### src/rtl/reg_file.sv
// reg_file: 32x8 register file; CLK/RST_N (sync, active-low), write DIN to [ADRX] on RF_WR, combinational reads DX_OUT=[ADRX], DY_OUT=[ADRY]
module reg_file #(
  parameter int DATA_WIDTH = 8,
  parameter int ADDR_WIDTH = 5
) (
  input  logic                  CLK,
  input  logic                  RST_N,
  input  logic [DATA_WIDTH-1:0] DIN,
  input  logic [ADDR_WIDTH-1:0] ADRX,
  input  logic [ADDR_WIDTH-1:0] ADRY,
  input  logic                  RF_WR,
  output logic [DATA_WIDTH-1:0] DX_OUT,
  output logic [DATA_WIDTH-1:0] DY_OUT
);
  logic [DATA_WIDTH-1:0] regs [2**ADDR_WIDTH] = '{default: '0};
  always_ff @(posedge CLK)
    if (!RST_N)
      for (int i = 0; i < 2**ADDR_WIDTH; i++) regs[i] <= '0;
    else if (RF_WR)
      regs[ADRX] <= DIN;
  assign DX_OUT = regs[ADRX];
  assign DY_OUT = regs[ADRY];
endmodule

### config.mk
export PLATFORM = sky130hd
export DESIGN_NAME = reg_file
export DESIGN_NICKNAME = d
export VERILOG_FILES = /design/src/rtl/reg_file.sv
export SDC_FILE = /design/constraint.sdc
export NUM_CORES = 1
export LEC_CHECK = 0
export CORE_ASPECT_RATIO = 0.5
export CORE_MARGIN = 4
export CORE_UTILIZATION = 50
export CTS_BUF_LIST = sky130_fd_sc_hd__clkbuf_4 sky130_fd_sc_hd__clkbuf_8
export DETAILED_ROUTE_END_ITERATION = 10
export PLACE_DENSITY = 0.76
export SYNTH_ARGS = -nofsm -noshare
export SYNTH_HDL_FRONTEND = slang
export SYNTH_SLANG_ARGS = --single-unit
### constraint.sdc
create_clock -name CLK -period 1.9 [get_ports CLK]
set_clock_uncertainty 0.05 [all_clocks]
set_input_delay 0.19 -clock CLK [delete_from_list [all_inputs] [get_ports CLK]]
set_output_delay 0.19 -clock CLK [all_outputs]
set_load 0.02 [all_outputs]
==> impl_metrics.json, run 1 <==
{
  "coreArea_um2": 26700,
  "ys_seq_area_share_pct": 56.2,
  "rsz0062_at_grt": "true",
  "relSlewSlack_pct": 57.9,
  "netlist_area_um2": 13700,
  "grt_pass1_wl_mm": 63.0,
  "cts_buffers": 40,
  "holdWs_ns": 0.481,
  "vias": 9289,
  "grt_max_degree": 33,
  "ys_ff_latch": 256,
  "path_class": "flop to output port",
  "antenna_left": 0,
  "viasPerCell": 6.67,
  "drt_iter0_drc": 1731,
  "dieArea_um2": 30200,
  "post-dp-hpwl_mm": 30.9,
  "synthCells": 865,
  "yosysTopAreaCellShare_pct": 56.2,
  "yosysTopAreaCell": "edfxtp_1",
  "leakagePower_nw": 5.81,
  "top_register": "regs",
  "hold_class": "input port to flop",
  "cts_buffer_depth": 3,
  "wl_mm": 42.8,
  "h-tree-depth": 2,
  "synth_cell_types": 23,
  "port_buffers": 36,
  "drv_cap": 0,
  "hold_path_startpoint": "ADRX[1]",
  "drive_above_1_share_pct": 38.6,
  "dr.pass1.iters": 5,
  "cp_cell_sequence": "mux4_2, mux4_2, mux2_4, buf_6",
  "grt-ovfl-total": 0,
  "cpMaxStageDelayCell": "mux4_2",
  "powerDensity_nw_per_um2": 834,
  "yosys-top-cells-area": "edfxtp_1 56%, mux4_2 24%, and2_1 12%",
  "synth_area_per_cell_um2": 15.8,
  "period_share_pct": 147,
  "fp-row-count": 42,
  "num_io_pins": 37,
  "root_buffer": "clkbuf_8",
  "place_ws_ns": -0.964,
  "drc_errors": 0,
  "crit_fanout": 2,
  "finalHoldViolCount": 0,
  "clock-sinks": 256,
  "fin_ws_ns": -0.885,
  "ys_warn_count": 0,
  "worstSetupStartpoint": "regs[8][7]$_SDFFCE_PN0P_",
  "start_util_pct": 51.2,
  "die_h_um": 125,
  "reg.largest.list": "regs: 256 flops",
  "diodes": 0,
  "required_ns": 1.66,
  "finalSetupViolations": 16,
  "tightest_slew_ns": 0.630,
  "min_period_ns": 2.79,
  "clkTransAtPathRegs_ns": 0.06,
  "end_kind": "output port",
  "crit_path_max_incr_delay_ns": 0.56,
  "nets": 1035,
  "peakVddDrop_mv": 0.429,
  "grt_pass1_vias": 9046,
  "cp-start-kind": "flop",
  "area_delta_synth_final_pct": 20.6,
  "grt_usage_pct": 28.5,
  "cts_tree": "built",
  "gp_congestion": 0.997,
  "status": "finished, violations left",
  "syn_nets": 886,
  "critPathMostFrequentCell": "mux4_2",
  "antenna_found_initial": 0,
  "die_w_um": 242,
  "largest_reg_flops": 256,
  "detail_route.wl_per_cell_um": 30.8,
  "arrival_ns": 2.55,
  "slew_viol_final": 0,
  "violations": "setup timing",
  "fmax_mhz": 359,
  "total_power_mw": 13.7
}
==> synthesized netlist by cell type <==
master     number
nor3_1          1
clkbuf_1       52
nand4_1         9
buf_6           1
and3b_1         3
edfxtp_1      256
o21ai_0        32
mux2_2          8
buf_4           6
mux4_2        144
buf_2           6
nor2_1         32
buf_1          12
nand4b_1        2
nor3b_1         3
or3b_2          3
a22oi_1        32
nand3_1         1
nand4bb_1       1
nand3b_1        3
and2_1        256
and3_1          1
or3_1           1
==> cells by family after synthesis <==
kind of cell	after synthesis	share of synthesized area, %
compound gates	64	2.93
buf+inv	77	2.39
flops	256	56.2
mux	152	24.4
simple gates	316	14.1
==> worst max-delay path, delay by kind of cell, from the launching register on <==
kind                   cells  cell delay (ns)
muxes                      3             1.41
DFF                        1             0.43
buffers and inverters      1             0.13
==> report_power, final <==
part	total, mW	internal (mW)	switching [mW]
Clock	4.95	2.74	2.21
Sequential	6.81	6.53	0.285
Combinational	1.98	0.997	0.987
Total	13.7	10.3	3.48
==> cells in the final DEF (no fill, tap or decap), types with 15 or more instances in the layout <==
cell type,Yosys,final
clkbuf_8,0,41
edfxtp_1,256,256
a22oi_2,0,18
buf_4,6,127
and2_1,256,256
o21ai_1,0,21
clkdlybuf4s50_1,0,15
mux4_2,144,144
nor2_1,32,32
buf_12,0,24
==> layer usage <==
metal / GRT usage [%] / wire [um]
met4: 7.71 / 1080
met2: 38.5 / 17300
met5: 0 / 0
met3: 11.8 / 7570
met1: 43.0 / 16800
==> worst paths after layout <==
check | cells after the start | end | slack, ns
min | 5 | regs[10][3]$_SDFFCE_PN0P_ | 0.48
max | 4 | DY_OUT[7] | -0.89
==> area by class of cell <==
| cell class | count | area [um2] |
|---|---|---|
| Clock inverter | 17 | 178 |
| Tap cell | 352 | 440 |
| Timing Repair Buffer | 184 | 1760 |
| Fill cell | 1890 | 10200 |
| Sequential cell | 256 | 7690 |
| Multi-Input combinational cell | 532 | 5780 |
| Clock buffer | 51 | 639 |
==> timing repair <==
item,in CTS,in global routing
buffers inserted,0,1
gates resized for setup,103,6
endpoints found under the setup margin,16,72
pin swaps,13,3
hold buffers,0,0
gates cloned,0,0
==> metrics by stage <==
step	cell area, um2	utilization, %	TNS (ns)	std cells
after floorplan	13800	-	-6.08	865
after global placement	15600	58.3	-167.95	1324
after detailed placement	15600	58.3	-181.25	1324
after CTS	16500	61.6	-10.85	1391
after global routing	16500	61.8	-11.55	1392
final	16500	61.8	-10.99	1392
(Power assumes the default switching activity.)
==> inputs of run 2 (changes only) <==
==> constraint.sdc (replaced) <==
create_clock -name CLK -period 1.9 [get_ports CLK]
set_clock_uncertainty 0.05 [all_clocks]
set_input_delay 0.285 -clock CLK [delete_from_list [all_inputs] [get_ports CLK]]
set_output_delay 0.285 -clock CLK [all_outputs]
set_load 0.02 [all_outputs]
==> impl_metrics.json, run 2 (same netlist as run 1, synthesis figures left out) <==
{
  "vias": 9061,
  "cp-start-kind": "flop",
  "worst_path_dominant_cell_family": "multiplexers",
  "viasPerCell": 6.61,
  "powerDensity_nw_per_um2": 812,
  "die_h_um": 125,
  "setup-tns-final_ns": -12.38,
  "placed_area_um2": 15400,
  "min_period_ns": 2.87,
  "antenna_left": 0,
  "fin_ws_ns": -0.971,
  "reg.largest.list": "regs: 256 flops",
  "path_buf_inv": 1,
  "grt_pass1_vias": 8789,
  "dp.cells": 1305,
  "required_ns": 1.56,
  "p_comb_share_pct": 14.9,
  "fmax_mhz": 348,
  "cts_buffer_depth": 3,
  "drive_above_1_share_pct": 38.0,
  "grt_usage_pct": 27.7,
  "leakagePower_nw": 5.64,
  "peakVddDrop_mv": 0.387,
  "grt_max_degree": 33,
  "cts_hold_buf": 0,
  "relSlewSlack_pct": 57.4,
  "netSwitchingFraction_pct": 26.2,
  "top_register": "regs",
  "violations": "setup timing",
  "grt_pass1_wl_mm": 60.9,
  "port_buffers": 36,
  "gp_congestion": 0.937,
  "p_sw_mw": 3.46,
  "diodes": 0,
  "status": "finished, violations left",
  "h-tree-depth": 2,
  "finalHoldViolCount": 0,
  "finalSetupViolations": 16,
  "largest_reg_flops": 256,
  "nets": 1014,
  "final_cells": 1371,
  "rsz0062_at_grt": "true",
  "drt_iter0_drc": 1493,
  "end_kind": "output port",
  "clock-sinks": 256,
  "cts_buffers": 38,
  "num_io_pins": 37,
  "cp_cell_sequence": "mux4_2, mux4_2, mux2_4, buf_6",
  "crit_path_max_incr_delay_ns": 0.53,
  "post-dp-hpwl_mm": 30.6,
  "drv_cap": 0,
  "path_class": "flop to output port",
  "drc_errors": 0,
  "design_area_um2": 16200,
  "most-common-layout-cells": "256 x and2_1, 256 x edfxtp_1, 144 x mux4_2",
  "dr.pass1.iters": 8,
  "root_buffer": "clkbuf_8",
  "arrival_ns": 2.54,
  "clkPwrFrac_pct": 33.4,
  "slew_viol_final": 0,
  "start_util_pct": 51.2,
  "sequentialPowerShare_pct": 51.7,
  "clkTransAtPathRegs_ns": 0.07,
  "antenna_found_initial": 0,
  "grt-ovfl-total": 0,
  "hold_class": "input port to flop",
  "fp-row-count": 42,
  "final_core_util_pct": 60.8,
  "cpMaxStageDelayCell": "mux4_2",
  "tightest_slew_ns": 0.636,
  "critPathMostFrequentCell": "mux4_2",
  "area_delta_synth_final_pct": 18.7,
  "cts_tree": "built",
  "crit_fanout": 2,
  "intPower_mw": 9.72,
  "wl_mm": 41.7,
  "period_share_pct": 151,
  "die_w_um": 242,
  "dieArea_um2": 30200,
  "detail_route.wl_per_cell_um": 30.4,
  "coreArea_um2": 26700
}
## run 2: changes by cell type in the layout (fill, tap and decap cells not counted), moves of 5 or more
cell     previous run  this run
buf_4             127       115
o21ai_0            11         0
o21ai_1            21        31
a22oi_1            14         9
a22oi_2            18        23
## run 2: metrics by stage
step / setup WS [ns] / total power [mW] / hold slack [ns]
4_1_cts: -0.959 / 13.1 / 0.584
2_1_floorplan: -0.256 / 7.85 / 0.433
3_5_place_dp: -1.11 / 8.76 / 1.19
3_3_place_gp: -1.09 / 8.73 / 1.18
5_1_grt: -1.01 / 13.6 / 0.593
6_report: -0.971 / 13.2 / 0.606
## run 2: power by group through the flow
stage | combinational, mW | sequential, mW | clock (mW)
after floorplan | 1.14 | 6.72 | 0
after global placement | 1.84 | 6.89 | 0
after detailed placement | 1.87 | 6.89 | 0
after CTS | 1.91 | 6.78 | 4.43
after global routing | 2.03 | 6.81 | 4.72
final | 1.96 | 6.81 | 4.40
## run 2: final cells by class
class | count | area, um2
fill | 1920 | 10500
multi-input combinational | 532 | 5810
sequential | 256 | 7690
timing repair buffer | 165 | 1580
clock inverter | 18 | 115
clock buffer | 48 | 598
tap | 352 | 440
## run 2: timing repair
| item | in CTS | in global routing |
|---|---|---|
| pin swaps | 17 | 6 |
| resized for setup | 107 | 10 |
| buffers inserted | 1 | 1 |
| setup endpoints to repair | 16 | 75 |
## run 2: worst paths after layout
path,from,end,slack [ns],depth (start not counted)
setup / recovery,regs[23][3]$_SDFFCE_PN0P_,DY_OUT[3],-0.97,4
hold / removal,DIN[4],regs[8][4]$_SDFFCE_PN0P_,0.61,3
## run 2: per-layer routing
metal | share of wire, % | vias to the layer above | track usage [%] | wire length, um
li1 | - | 3658 | - | -
met1 | 41 | 4564 | 42.9 | 16900
met2 | 39 | 770 | 35.2 | 16200
met3 | 19 | 69 | 13.4 | 7740
met4 | 1.9 | 0 | 6.03 | 807
met5 | 0 | - | 0 | 0
